`src/rtl/edge_event_arbiter.sv`:
```
`default_nettype none
// ============================================================================
// edge_event_arbiter: per-channel rising/falling edge capture with one pending
// slot per channel, serialised round-robin onto a valid/ready event port.
// Revision: 1.0
// ============================================================================
module edge_event_arbiter #(
  parameter int N  = 4,
  parameter int CW = 2
) (
  input  logic          clk,
  input  logic          rst,
  input  logic [N-1:0]  d,
  input  logic [N-1:0]  cfg_rise_en,
  input  logic [N-1:0]  cfg_fall_en,
  output logic          evt_valid,
  input  logic          evt_ready,
  output logic [CW-1:0] evt_ch,
  output logic          evt_rise,
  output logic [N-1:0]  ovf,
  input  logic [N-1:0]  ovf_clr
);

  typedef enum logic [0:0] {
    IDLE = 1'b0,
    HOLD = 1'b1
  } state_t;

  state_t        state_q, state_d;
  logic [N-1:0]  prev_q, prev_d;
  logic [N-1:0]  pend_q, pend_d;
  logic [N-1:0]  ptype_q, ptype_d;
  logic [N-1:0]  ovf_q, ovf_d;
  logic [CW-1:0] ptr_q, ptr_d;
  logic          evt_valid_q, evt_valid_d;
  logic [CW-1:0] evt_ch_q, evt_ch_d;
  logic          evt_rise_q, evt_rise_d;

  logic [N-1:0]  rise_w, fall_w;
  logic          found_w, do_grant_w;
  logic [CW-1:0] gnt_w;
  logic [CW:0]   idx_w;

  assign rise_w = d & ~prev_q & cfg_rise_en;
  assign fall_w = ~d & prev_q & cfg_fall_en;

  // Round-robin search: first pending channel at or above ptr, wrapping.
  always_comb begin
    found_w = 1'b0;
    gnt_w   = '0;
    idx_w   = '0;
    for (int k = 0; k < N; k++) begin
      idx_w = {1'b0, ptr_q} + (CW+1)'(k);
      if (idx_w >= (CW+1)'(N)) idx_w = idx_w - (CW+1)'(N);
      if (!found_w && pend_q[idx_w[CW-1:0]]) begin
        found_w = 1'b1;
        gnt_w   = idx_w[CW-1:0];
      end
    end
  end

  assign do_grant_w = found_w && ((state_q == IDLE) || evt_ready);

  always_comb begin
    state_d     = state_q;
    prev_d      = d;
    pend_d      = pend_q;
    ptype_d     = ptype_q;
    ovf_d       = ovf_q & ~ovf_clr;
    ptr_d       = ptr_q;
    evt_valid_d = evt_valid_q;
    evt_ch_d    = evt_ch_q;
    evt_rise_d  = evt_rise_q;

    // A slot being granted this cycle is free to take a new edge.
    for (int i = 0; i < N; i++) begin
      if (do_grant_w && (gnt_w == CW'(i))) pend_d[i] = 1'b0;
      if (rise_w[i] || fall_w[i]) begin
        if (!pend_d[i]) begin
          pend_d[i]  = 1'b1;
          ptype_d[i] = rise_w[i];
        end else begin
          ovf_d[i] = 1'b1;
        end
      end
    end

    if (do_grant_w) begin
      state_d     = HOLD;
      evt_valid_d = 1'b1;
      evt_ch_d    = gnt_w;
      evt_rise_d  = ptype_q[gnt_w];
      ptr_d       = ({1'b0, gnt_w} + 1'b1 == (CW+1)'(N)) ? '0 : gnt_w + 1'b1;
    end else if ((state_q == HOLD) && evt_ready) begin
      state_d     = IDLE;
      evt_valid_d = 1'b0;
    end
  end

  always_ff @(posedge clk) begin
    if (rst) begin
      state_q     <= IDLE;
      prev_q      <= d;
      pend_q      <= '0;
      ptype_q     <= '0;
      ovf_q       <= '0;
      ptr_q       <= '0;
      evt_valid_q <= 1'b0;
      evt_ch_q    <= '0;
      evt_rise_q  <= 1'b0;
    end else begin
      state_q     <= state_d;
      prev_q      <= prev_d;
      pend_q      <= pend_d;
      ptype_q     <= ptype_d;
      ovf_q       <= ovf_d;
      ptr_q       <= ptr_d;
      evt_valid_q <= evt_valid_d;
      evt_ch_q    <= evt_ch_d;
      evt_rise_q  <= evt_rise_d;
    end
  end

  assign evt_valid = evt_valid_q;
  assign evt_ch    = evt_ch_q;
  assign evt_rise  = evt_rise_q;
  assign ovf       = ovf_q;

endmodule
`default_nettype wire

```
`config.mk`:
```
export PLATFORM = sky130hd
export DESIGN_NAME = edge_event_arbiter
export DESIGN_NICKNAME = d
export VERILOG_FILES = /design/src/rtl/edge_event_arbiter.sv
export SDC_FILE = /design/constraint.sdc
export NUM_CORES = 1
export LEC_CHECK = 0
export BUFFER_PORTS_ARGS = -buffer_cell sky130_fd_sc_hd__buf_2
export CELL_PAD_IN_SITES_DETAIL_PLACEMENT = 2
export CELL_PAD_IN_SITES_GLOBAL_PLACEMENT = 2
export CORE_MARGIN = 2
export CORE_UTILIZATION = 32
export CTS_BUF_LIST = sky130_fd_sc_hd__clkbuf_8
export CTS_CLUSTER_SIZE = 28
export DETAILED_ROUTE_END_ITERATION = 6
export GPL_ROUTABILITY_DRIVEN = 0
export PLACE_DENSITY_LB_ADDON = 0.08
export SETUP_SLACK_MARGIN = 0.1
export SLEW_MARGIN = 20
export SYNTH_ARGS = -nofsm -noshare
export SYNTH_HDL_FRONTEND = slang
export SYNTH_SLANG_ARGS = --single-unit
```
`constraint.sdc`:
```
create_clock -name clk -period 4 [get_ports clk]
set_clock_uncertainty 0.1 [all_clocks]
set_input_delay 0 -clock clk [delete_from_list [all_inputs] [get_ports clk]]
set_output_delay 0 -clock clk [all_outputs]
set_load 0.02 [all_outputs]
```
# ---- Word level (Yosys, flattened, before mapping)
# Index checks and enable logic that the tools add are counted.
dict set report op_classes {
  mux 41
  n_reduce_logical 23
  magnitude_cmp 9
  n_bitwise 13
  n_eq_ne 4
  addsub 9
}
# operator n
set ops {}
lappend ops {{2-to-1 mux 1 bit} 27}
lappend ops {{AND 4 bit} 5}
lappend ops {{2-to-1 mux 2 bit} 9}
lappend ops {{< comparator 2 x 3 -> 1 bit, second input constant} 5}
lappend ops {{inverter 4 bit} 3}
lappend ops {{binary-select mux 1 bit (select 2 bit)} 5}
lappend ops {{>= comparator 3 bit, second input constant} 3}
lappend ops {{logical AND 1 bit} 9}
lappend ops {{AND reduction 2 bit} 4}
lappend ops {{subtractor 2 x 1 -> 2 bit, second input constant} 4}
lappend ops {{adder 2 x 1 -> 3 bit, second input constant} 2}
lappend ops {{adder 2 x 2 -> 3 bit, second input constant} 2}
lappend ops {{logical OR 1 bit} 5}
lappend ops {{inverter 1 bit} 5}
lappend ops {{== test 2 bit, second input constant} 2}
lappend ops {{== test 3 bit, second input constant} 1}
lappend ops {{>= comparator 2 x 3 -> 1 bit, second input constant} 1}
lappend ops {{logical NOT 1 bit} 3}
lappend ops {{adder 2 x 1 -> 2 bit, second input constant} 1}
lappend ops {{== test 2 x 1 -> 1 bit, second input constant} 1}
lappend ops {{logical NOT 2 bit} 1}
lappend ops {{nonzero test 2 bit} 1}
dict set report totals {
  ff_bits 22
  in_bits 19
}

# ---- Depth between registers and ports, before layout
# Gate-level depths: netlist of the first run.
dict set report logic_depth {
  word_depth 19
  mapped_depth 10
  ltp_nobuf 9
}

# ---- Least setup slack after synthesis of the first run
# No wires, ideal clock.
dict set report synth_timing {
  path_type {reg-to-reg}
  startpoint {reg ptr_q[1]}
  endpoint {reg ptype_q[2]}
  stages_incl_launch_ff 10
  path_slack_ps 1897
  path_buffers 0
  t_arrival_ps 1884
  setup_ps 119
  cell_sequence {dfxtp_1 > mux2i_1 > nor2_1 > a311oi_2 > inv_1 > ha_1 > a21boi_0 > nor2_1 > o21bai_1 > a21oi_1}
}
dict set report synth_between {
  elab_chain_cells 19
}
# element line_no
set synth_rtl {}
lappend synth_rtl {{start, declared} 34} ;# logic [CW-1:0] ptr_q, ptr_d;
lappend synth_rtl {{start signal, assigned} 117} ;# ptr_q <= ptr_d;
lappend synth_rtl {{parallel branches: the longest is 13 deep, another holds adder 2 x 1 -> 3 bit} n/a}
lappend synth_rtl {{2-to-1 mux 2 bit *} 55} ;# if (!found_w && pend_q[idx_w[CW-1:0]]) begin
lappend synth_rtl {{net gnt_w[0]} 41} ;# logic [CW-1:0] gnt_w;
lappend synth_rtl {{== test 2 bit *} 77} ;# if (do_grant_w && (gnt_w == CW'(i))) pend_d[i] = 1'b0;
lappend synth_rtl {{logical AND 1 bit *} 77}
lappend synth_rtl {{2-to-1 mux 1 bit *} 77}
lappend synth_rtl {{inverter 1 bit (no line) *} n/a}
lappend synth_rtl {{AND reduction 2 bit (no line) *} n/a}
lappend synth_rtl {{end signal, assigned} 115} ;# ptype_q <= ptype_d;
lappend synth_rtl {{end, declared} 32} ;# logic [N-1:0] ptype_q, ptype_d;
# Mark *: on every way through the listed nets, which the timed path passes. The select of a mux whose other input is x is not followed.
# A chain may end at the register's enable or synchronous reset.

# ---- Worst setup path in the final report of the first run
# Same ends and word-level chain as after synthesis.

==> results.json, run 1 <==
{
  "synth_top_family_by_area": "compound AO/OA/AOI/OAI gates",
  "r2r_slack_ps": 1490,
  "cap_violations": 0,
  "ctsRootBufferMaster": "clkbuf_8",
  "hold_violations": 0,
  "coreArea_sq_um": 3000,
  "final_cell_mix": "buf_2, dfxtp_1, nor2_1, a21oi_1, dlygate4sd3_1",
  "clock_insertion_delay_worst_skew_ps": 260,
  "hold_path_depth": 2,
  "post_cts_resized": 0,
  "p_leak_nw": 0.572,
  "hp-class": "in2reg",
  "grt_util_all_layers_pct": 16.7,
  "regToRegStartpoint": "ptr_q[1]$_SDFFE_PP0N_",
  "cts_tree": "done",
  "holdWs_ps": 9.62,
  "min-delay-start": "rst",
  "relSlewSlack_pct": 62.5,
  "crit_type": "reg2reg",
  "final_common_cell": "buf_2",
  "status": "finished, final reports clean",
  "antenna_found_initial": 0,
  "synth_xor_area_share_pct": 0,
  "fin_crit_ps": 2510,
  "htree_num_levels": 1,
  "fp-row-count": 20,
  "nets": 174,
  "cp_max_fo": 7,
  "die_y_um": 59.8,
  "vias": 913,
  "fmax_ghz": 0.398,
  "whs_endpoint": "ovf[0]$_SDFF_PP0_",
  "first_iter_violations": 10,
  "setup-violations-final": 0,
  "numCtsBuffers": 3,
  "dp_hpwl_mm": 1.92,
  "grt_pass1_wl_mm": 4.52,
  "port-buffer-count": 26,
  "drive_gt1_share_pct": 21.5,
  "syn_inst": 115,
  "n_fill_cell": 361,
  "die_w_um": 59.8,
  "cts.sinks": 22,
  "yosys_warnings": 0,
  "rsz0062_at_grt": "no",
  "ys_ff_latch": 22,
  "drt_first_pass_iters": 2,
  "clk_pin_slew_worst_paths_ps": 80,
  "finalMaxSlewViolations": 0,
  "setup-tns-final_ps": 0,
  "end_kind": "flip-flop",
  "required_ps": 4100,
  "ioPinCount": 27,
  "drc_errors": 0,
  "grt_overflow": 0,
  "ys_seq_area_share_pct": 44.2,
  "syn_area_sq_um": 997,
  "synth.area.mux_share_pct": 7.03,
  "die_area_sq_um": 3580,
  "p_per_area_nw_per_um2": 389,
  "vdd_drop_max_uv": 127,
  "yosys.area_share.simple_pct": 20.1,
  "synth_nets": 138,
  "timing.final.crit_share_pct": 62.8,
  "cts_buffer_depth": 2,
  "synthAdderAreaFrac_pct": 5.02,
  "start_util_pct": 33.2,
  "grt_pass1_vias": 961,
  "reg2reg_depth": 8,
  "n_antenna_cell": 0,
  "reg2reg_to": "ptype_q[2]$_SDFFE_PP0P_",
  "grt_max_degree": 20,
  "avgSynthCellArea_sq_um": 8.67,
  "area_growth_pct": 28.1,
  "synth_compound_area_share_pct": 21.0,
  "via_per_inst": 5.02,
  "startpoint_type": "flip-flop",
  "yosysUniqueCellTypes": 25,
  "postCtsSetupRepairBufs": 0,
  "worst_slew_pin_slew_ps": 562,
  "cp.arrival_ps": 2620,
  "routedWlPerCell_um": 14.5,
  "drtAntennaViolNets": 0,
  "wl_mm": 2.64
}
-- layout make-up --
class / count / area, sq um / share of cell area (%)
clock buffer: 3 / 41.3 / 3.23
inverter: 4 / 15.0 / 1.18
multi-input combinational: 86 / 529 / 41.4
sequential: 22 / 440 / 34.5
tap: 33 / 41.3 / 3.23
timing repair buffer: 34 / 210 / 16.5
-- worst max-delay path, stage by stage (launching register included) --
cell      delay, ps
dfxtp_1         450
mux2i_1         220
nor2_1           60
a311oi_2        520
inv_1           140
ha_1            230
a21boi_0        400
o21ai_0         180
a21oi_1         150
-- sequential cells by signal, summed over array words and instances, names as in the netlist --
register,flops
ovf,4
prev_q,4
evt_ch,2
ptr_q,2
pend_q,4
evt_rise,1
ptype_q,4
evt_valid,1
-- worst max-delay path by stage --
stage / startpoint / endpoint / slack (ps)
after floorplan: ptr_q[1]$_SDFFE_PP0N_ / ptype_q[2]$_SDFFE_PP0P_ / 1900
after global placement: ptr_q[1]$_SDFFE_PP0N_ / ptype_q[2]$_SDFFE_PP0P_ / 1590
after detailed placement: ptr_q[1]$_SDFFE_PP0N_ / ptype_q[2]$_SDFFE_PP0P_ / 1450
after CTS: ptr_q[1]$_SDFFE_PP0N_ / ptype_q[2]$_SDFFE_PP0P_ / 1420
after global routing: ptr_q[1]$_SDFFE_PP0N_ / ptype_q[2]$_SDFFE_PP0P_ / 1120
final: ptr_q[1]$_SDFFE_PP0N_ / ptype_q[2]$_SDFFE_PP0P_ / 1490
-- synthesized netlist by cell type (all sizes together) --
library cell	count	area (sq um)
dfxtp	22	440
nor2	21	78.8
a21oi	14	73.8
mux2i	7	70.1
nand2	7	26.3
nand2b	7	43.8
nor2b	5	31.3
o21ai	5	25.0
ha	4	50.1
inv	4	15.0
o21bai	4	30.0
a21boi	3	22.5
clkbuf	2	7.51
a211oi	1	7.51
a221oi	1	8.76
a22oi	1	7.51
a311oi	1	15.0
buf	1	5.00
nand3b	1	7.51
nor4	1	6.26
o221ai	1	8.76
o2bb2a	1	10.0
or2	1	6.26
-- where the power goes --
| part | total, mW | switching (mW) | internal, mW |
|---|---|---|---|
| registers | 0.251 | 0.0153 | 0.236 |
| logic | 0.107 | 0.0602 | 0.0468 |
| clock network | 0.139 | 0.0718 | 0.0673 |
| total | 0.497 | 0.147 | 0.350 |
-- metal layers --
layer	global-route usage (%)	vias up	share of wire (%)
met5	0	-	0
met3	2.60	3	2.8
met1	20.9	430	45
met2	29.8	19	51
met4	3.81	0	0.95
li1	-	461	-
-- repair_timing --
action	in CTS	in global routing
endpoints found under the setup margin	0	0
endpoints found under the hold margin	8	0
hold buffers	8	0
-- kinds of logic (layout without fill, tap and decap cells) --
kind of cell / after synthesis / after routing
adder cells (fa/ha/maj): 4 / 4
AO/OA/AOI/OAI: 32 / 32
AND/OR/NAND/NOR: 43 / 43
buffers and inverters: 7 / 41
multiplexers: 7 / 7
flip-flops: 22 / 22
-- stage by stage --
stage	cell area (sq um)	cells	total power [mW]	worst slack (ps)	utilization, %
floorplan	997	115	0.323	1900	-
global placement	1160	171	0.354	1590	38.5
detailed placement	1160	171	0.359	1450	38.5
CTS	1280	182	0.507	1420	42.5
global route	1280	182	0.531	1120	42.5
finish	1280	182	0.497	1490	42.5
No activity file was read; power rests on OpenSTA's default activity.
==> run 2: changes to the inputs <==
Settings changed: CORE_UTILIZATION 32 to 31.
Clock period 4 ns to 2.5 ns, I/O delays scaled along.
==> results.json, run 2 (same netlist as run 1, synthesis figures left out) <==
{
  "numCtsBuffers": 3,
  "setup-violations-final": 0,
  "setup-tns-final_ps": 0,
  "cp.arrival_ps": 2170,
  "drive_gt1_share_pct": 23.0,
  "r2r_slack_ps": 380,
  "relSlewSlack_pct": 66.0,
  "drc_errors": 0,
  "grt_util_all_layers_pct": 17.8,
  "port-buffer-count": 26,
  "totalPowerFinal_mw": 0.846,
  "whs_endpoint": "ovf[1]$_SDFF_PP0_",
  "status": "finished, final reports clean",
  "fin_cells": 196,
  "rsz0062_at_grt": "no",
  "cts_tree": "done",
  "routedWlPerCell_um": 14.5,
  "cts_buffer_depth": 2,
  "die_w_um": 60.7,
  "timing.final.crit_share_pct": 84.7,
  "grt_pass1_wl_mm": 4.80,
  "area_growth_pct": 32.4,
  "clock_insertion_delay_worst_skew_ps": 260,
  "coreArea_sq_um": 3050,
  "drt_first_pass_iters": 3,
  "grt_pass1_vias": 1078,
  "reg2reg_to": "ptype_q[2]$_SDFFE_PP0P_",
  "final_common_cell": "buf_2",
  "ctsRootBufferMaster": "clkbuf_8",
  "fin_crit_ps": 2120,
  "via_per_inst": 4.80,
  "ioPinCount": 27,
  "die_y_um": 60.7,
  "crit_type": "reg2reg",
  "vdd_drop_max_uv": 292,
  "end_kind": "flip-flop",
  "final_util_pct": 43.2,
  "nets": 176,
  "fmax_ghz": 0.472,
  "hold_violations": 0,
  "reg2reg_depth": 9,
  "regToRegStartpoint": "ptr_q[1]$_SDFFE_PP0N_",
  "first_iter_violations": 20,
  "die_area_sq_um": 3690,
  "final_cell_mix": "buf_2, dfxtp_1, nor2_1, a21oi_1, dlygate4sd3_1",
  "wl_mm": 2.83,
  "place_inst": 184,
  "grt_overflow": 0,
  "clk_pin_slew_worst_paths_ps": 90,
  "dp_hpwl_mm": 2.03,
  "cts.sinks": 22,
  "cap_violations": 0,
  "worst_slew_pin_slew_ps": 505,
  "finalMaxSlewViolations": 0,
  "n_antenna_cell": 0,
  "p_leak_nw": 0.591,
  "postCtsSetupRepairBufs": 0,
  "grt_max_degree": 20,
  "hold_path_depth": 2,
  "min-delay-start": "rst",
  "required_ps": 2560,
  "worst_slack_ps": 383,
  "hp-class": "in2reg",
  "fp-row-count": 20,
  "drtAntennaViolNets": 0,
  "start_util_pct": 32.7,
  "p_per_area_nw_per_um2": 641,
  "startpoint_type": "flip-flop",
  "antenna_found_initial": 0,
  "vias": 940,
  "pre_cts_ws_ps": 267,
  "htree_num_levels": 1,
  "cp_max_fo": 6
}
run 2: cell types whose count changed in the layout (fill, tap and decap cells not counted), sizes merged:
cell	before	now
buf	26	28
clkbuf	3	4
run 2: routing by layer:
metal,track usage (%),share of wire (%),up-vias
met1,21.2,44,460
met2,32.6,54,11
met4,5.90,0.28,0
met5,0,0,-
li1,-,-,467
met3,2.77,2.0,2
run 2: worst max path at each step:
| stage | startpoint | endpoint | slack [ps] | depth (start not counted) |
|---|---|---|---|---|
| after CTS | ptr_q[1]$_SDFFE_PP0N_ | ptype_q[2]$_SDFFE_PP0P_ | 250 | 9 |
| after global routing | ptr_q[1]$_SDFFE_PP0N_ | ptype_q[2]$_SDFFE_PP0P_ | 140 | 9 |
| final | ptr_q[1]$_SDFFE_PP0N_ | ptype_q[2]$_SDFFE_PP0P_ | 380 | 9 |
| after floorplan | ptr_q[1]$_SDFFE_PP0N_ | ptype_q[2]$_SDFFE_PP0P_ | 400 | 9 |
| after global placement | ptr_q[1]$_SDFFE_PP0N_ | ptype_q[2]$_SDFFE_PP0P_ | 460 | 9 |
| after detailed placement | ptr_q[1]$_SDFFE_PP0N_ | ptype_q[2]$_SDFFE_PP0P_ | 270 | 9 |
run 2: metrics by stage:
stage                     area [sq um]  hold WS, ps
after CTS                         1320         19.8
final                             1320         21.7
after global placement            1180         22.5
after global routing              1320         46.6
after detailed placement          1180         26.7
after floorplan                    997        -72.3
run 2: layout make-up:
cell class              count  area (sq um)
fillers                   361          1730
multi-input cells          86           529
clock buffers               4          55.1
flip-flops and latches     22           440
repair buffers             36           225
well taps                  44          55.1
inverters                   4          15.0
run 2: worst max-delay path: stages (launching register included):
cell and delay (ps):
dfxtp_1 460, mux2i_1 230, nor2_1 70, a311oi_2 280
inv_1 100, ha_1 200, a21boi_1 270, nor2_1 90
o21bai_1 160, a21oi_1 60
run 2: where the power goes:
part | internal (mW) | switching, mW | total, mW
clock | 0.140 | 0.119 | 0.260
sequential | 0.377 | 0.0260 | 0.403
combinational | 0.0818 | 0.102 | 0.183
run 2: repair_timing:
item	4_1_cts	5_1_grt
hold buffers	8	0
hold endpoints to repair	8	0
gates resized for setup	0	2
endpoints found under the setup margin	0	2
==> run 3: changes to the inputs <==
Settings changed: ABC_AREA from default to 1.
Clock period 2.5 ns to 2 ns, I/O delays scaled along.
==> results.json, run 3 <==
{
  "status": "finished with violations",
  "failed_checks": "setup timing",
  "wl_mm": 7.02,
  "area_growth_pct": 67.7,
  "via_per_inst": 5.06,
  "ioPinCount": 27,
  "ys.flop_type": "dfxtp_1",
  "vias": 1514,
  "port-buffer-count": 26,
  "syn_area_sq_um": 1350,
  "numCtsBuffers": 3,
  "antenna_found_initial": 0,
  "rsz0062_at_grt": "yes",
  "min-delay-start": "cfg_rise_en[2]",
  "p_leak_nw": 1.03,
  "fp-row-count": 23,
  "grt_util_all_layers_pct": 22.2,
  "routedWlPerCell_um": 23.5,
  "final_cell_mix": "inv_1, nand2_2, buf_2, nand2_4, buf_4",
  "drive_gt1_share_pct": 59.4,
  "regToRegStartpoint": "ptr_q[0]$_SDFFE_PP0N_",
  "relSlewSlack_pct": 81.3,
  "cap_violations": 0,
  "drc_errors": 0,
  "synth_edf_count": 0,
  "first_iter_violations": 48,
  "worst_slack_ps": -140,
  "cp-startpoint": "ptr_q[0]$_SDFFE_PP0N_",
  "timing.final.crit_share_pct": 107,
  "n_antenna_cell": 0,
  "yosysUniqueCellTypes": 26,
  "vdd_drop_max_uv": 1010,
  "reg2reg_depth": 14,
  "grt_max_degree": 13,
  "ctsRootBufferMaster": "clkbuf_8",
  "clock_insertion_delay_worst_skew_ps": 280,
  "grt_pass1_wl_mm": 8.35,
  "drt_first_pass_iters": 4,
  "yosysMostFrequentCell": "nand2_1",
  "fin_crit_ps": 2140,
  "nets": 273,
  "end_kind": "flip-flop",
  "htree_num_levels": 1,
  "drtAntennaViolNets": 0,
  "clk_pin_slew_worst_paths_ps": 100,
  "cts.sinks": 22,
  "dp_hpwl_mm": 3.32,
  "hp-class": "in2reg",
  "ys_top_cells_by_count": "nand2_1, inv_1, dfxtp_1",
  "crit_type": "reg2reg",
  "pre_cts_ws_ps": -124,
  "startpoint_type": "flip-flop",
  "final_common_cell": "inv_1",
  "syn_inst": 182,
  "cts_buffer_depth": 2,
  "seq_area_sq_um": 450,
  "fmax_ghz": 0.467,
  "avgSynthCellArea_sq_um": 7.40,
  "synth.top_cell.area_share_pct": 32.7,
  "synth_area_leaders": "dfxtp_1, nand2_1, inv_1, nand2_4, nand2_2",
  "cts_tree": "done",
  "grt_pass1_vias": 1702,
  "grt_overflow": 0,
  "die_w_um": 69.9,
  "n_fill_cell": 423,
  "hold_violations": 0,
  "yosys_warnings": 0,
  "cp.arrival_ps": 2210,
  "holdWs_ps": 44.5,
  "multi_input_area_sq_um": 1040,
  "finalMaxSlewViolations": 0,
  "worst_slew_pin_slew_ps": 281,
  "totalPowerFinal_mw": 4.30,
  "synth_nets": 205,
  "synth_area_leader_cell": "dfxtp_1",
  "hold_path_depth": 5,
  "ys_ff_latch": 22,
  "required_ps": 2070,
  "cp_max_fo": 6,
  "ys_seq_area_share_pct": 32.7,
  "p_per_area_nw_per_um2": 1910,
  "die_y_um": 69.9,
  "die_area_sq_um": 4890,
  "setup-violations-final": 15,
  "coreArea_sq_um": 4090,
  "start_util_pct": 32.9,
  "async_flop_share_pct": 0
}
==> run 3: power by group <==
part           switching (mW)  internal (mW)
combinational            1.97           1.37
clock                   0.182          0.177
sequential             0.0819          0.527
total                    2.23           2.08
==> run 3: kinds of logic after synthesis <==
logic type	count (synthesis)	synth area share [%]
AOI/OAI and AO/OA	20	11.1
and+or+nand+nor	101	41.3
adders and majority gates	4	3.72
DFF	22	32.7
buffers and inverters	35	11.2
==> run 3: layout make-up <==
class	count	area share, %
sequential	22	20.0
multi-input combinational	125	46.1
tap	50	2.77
timing repair buffer	64	21.7
inverter	33	6.60
clock buffer	4	2.44
timing repair inverter	1	0.388
==> run 3: repair_timing <==
action | CTS | global route
hold buffers | 12 | 0
endpoints found under the setup margin | 14 | 17
hold endpoints to repair | 13 | 0
pin swaps | 5 | 18
buffers inserted | 6 | 7
cloned | 0 | 2
resized for setup | 29 | 56
==> run 3: worst max-delay path, cell delays in order (launching register included) <==
cell,delay (ps)
dfxtp_4,390
buf_12,150
nand2_2,100
nand3_2,130
nand2_4,80
nand2_2,120
nand2_2,80
nand2_2,100
nand3_4,160
inv_4,130
ha_4,140
nand2_4,50
nand2_4,90
o22ai_2,60
and2_1,150
==> run 3: worst paths after layout <==
| check | endpoint | slack (ps) |
|---|---|---|
| worst max-delay path | ovf[1]$_SDFF_PP0_ | -140 |
| worst min-delay path | ptype_q[2]$_SDFFE_PP0P_ | 40 |
| worst max register to register | ovf[1]$_SDFF_PP0_ | -140 |
| worst min register to register | ptype_q[3]$_SDFFE_PP0P_ | 420 |
==> run 3: stage by stage <==
step	std cells	cell area [sq um]	util (%)	TNS, ps
after detailed placement	268	1630	39.8	-761
after CTS	290	1960	47.9	0
final	299	2260	55.2	-1260
after floorplan	182	1350	-	0
after global placement	268	1630	39.8	0
after global routing	299	2260	55.2	-2610
==> run 3: per-layer routing <==
| layer | share of wire (%) | track usage, % | up-vias |
|---|---|---|---|
| met2 | 56 | 43.7 | 45 |
| met5 | 0 | 0 | - |
| met3 | 2.0 | 3.75 | 15 |
| met1 | 39 | 22.8 | 757 |
| li1 | - | - | 697 |
| met4 | 2.9 | 8.55 | 0 |
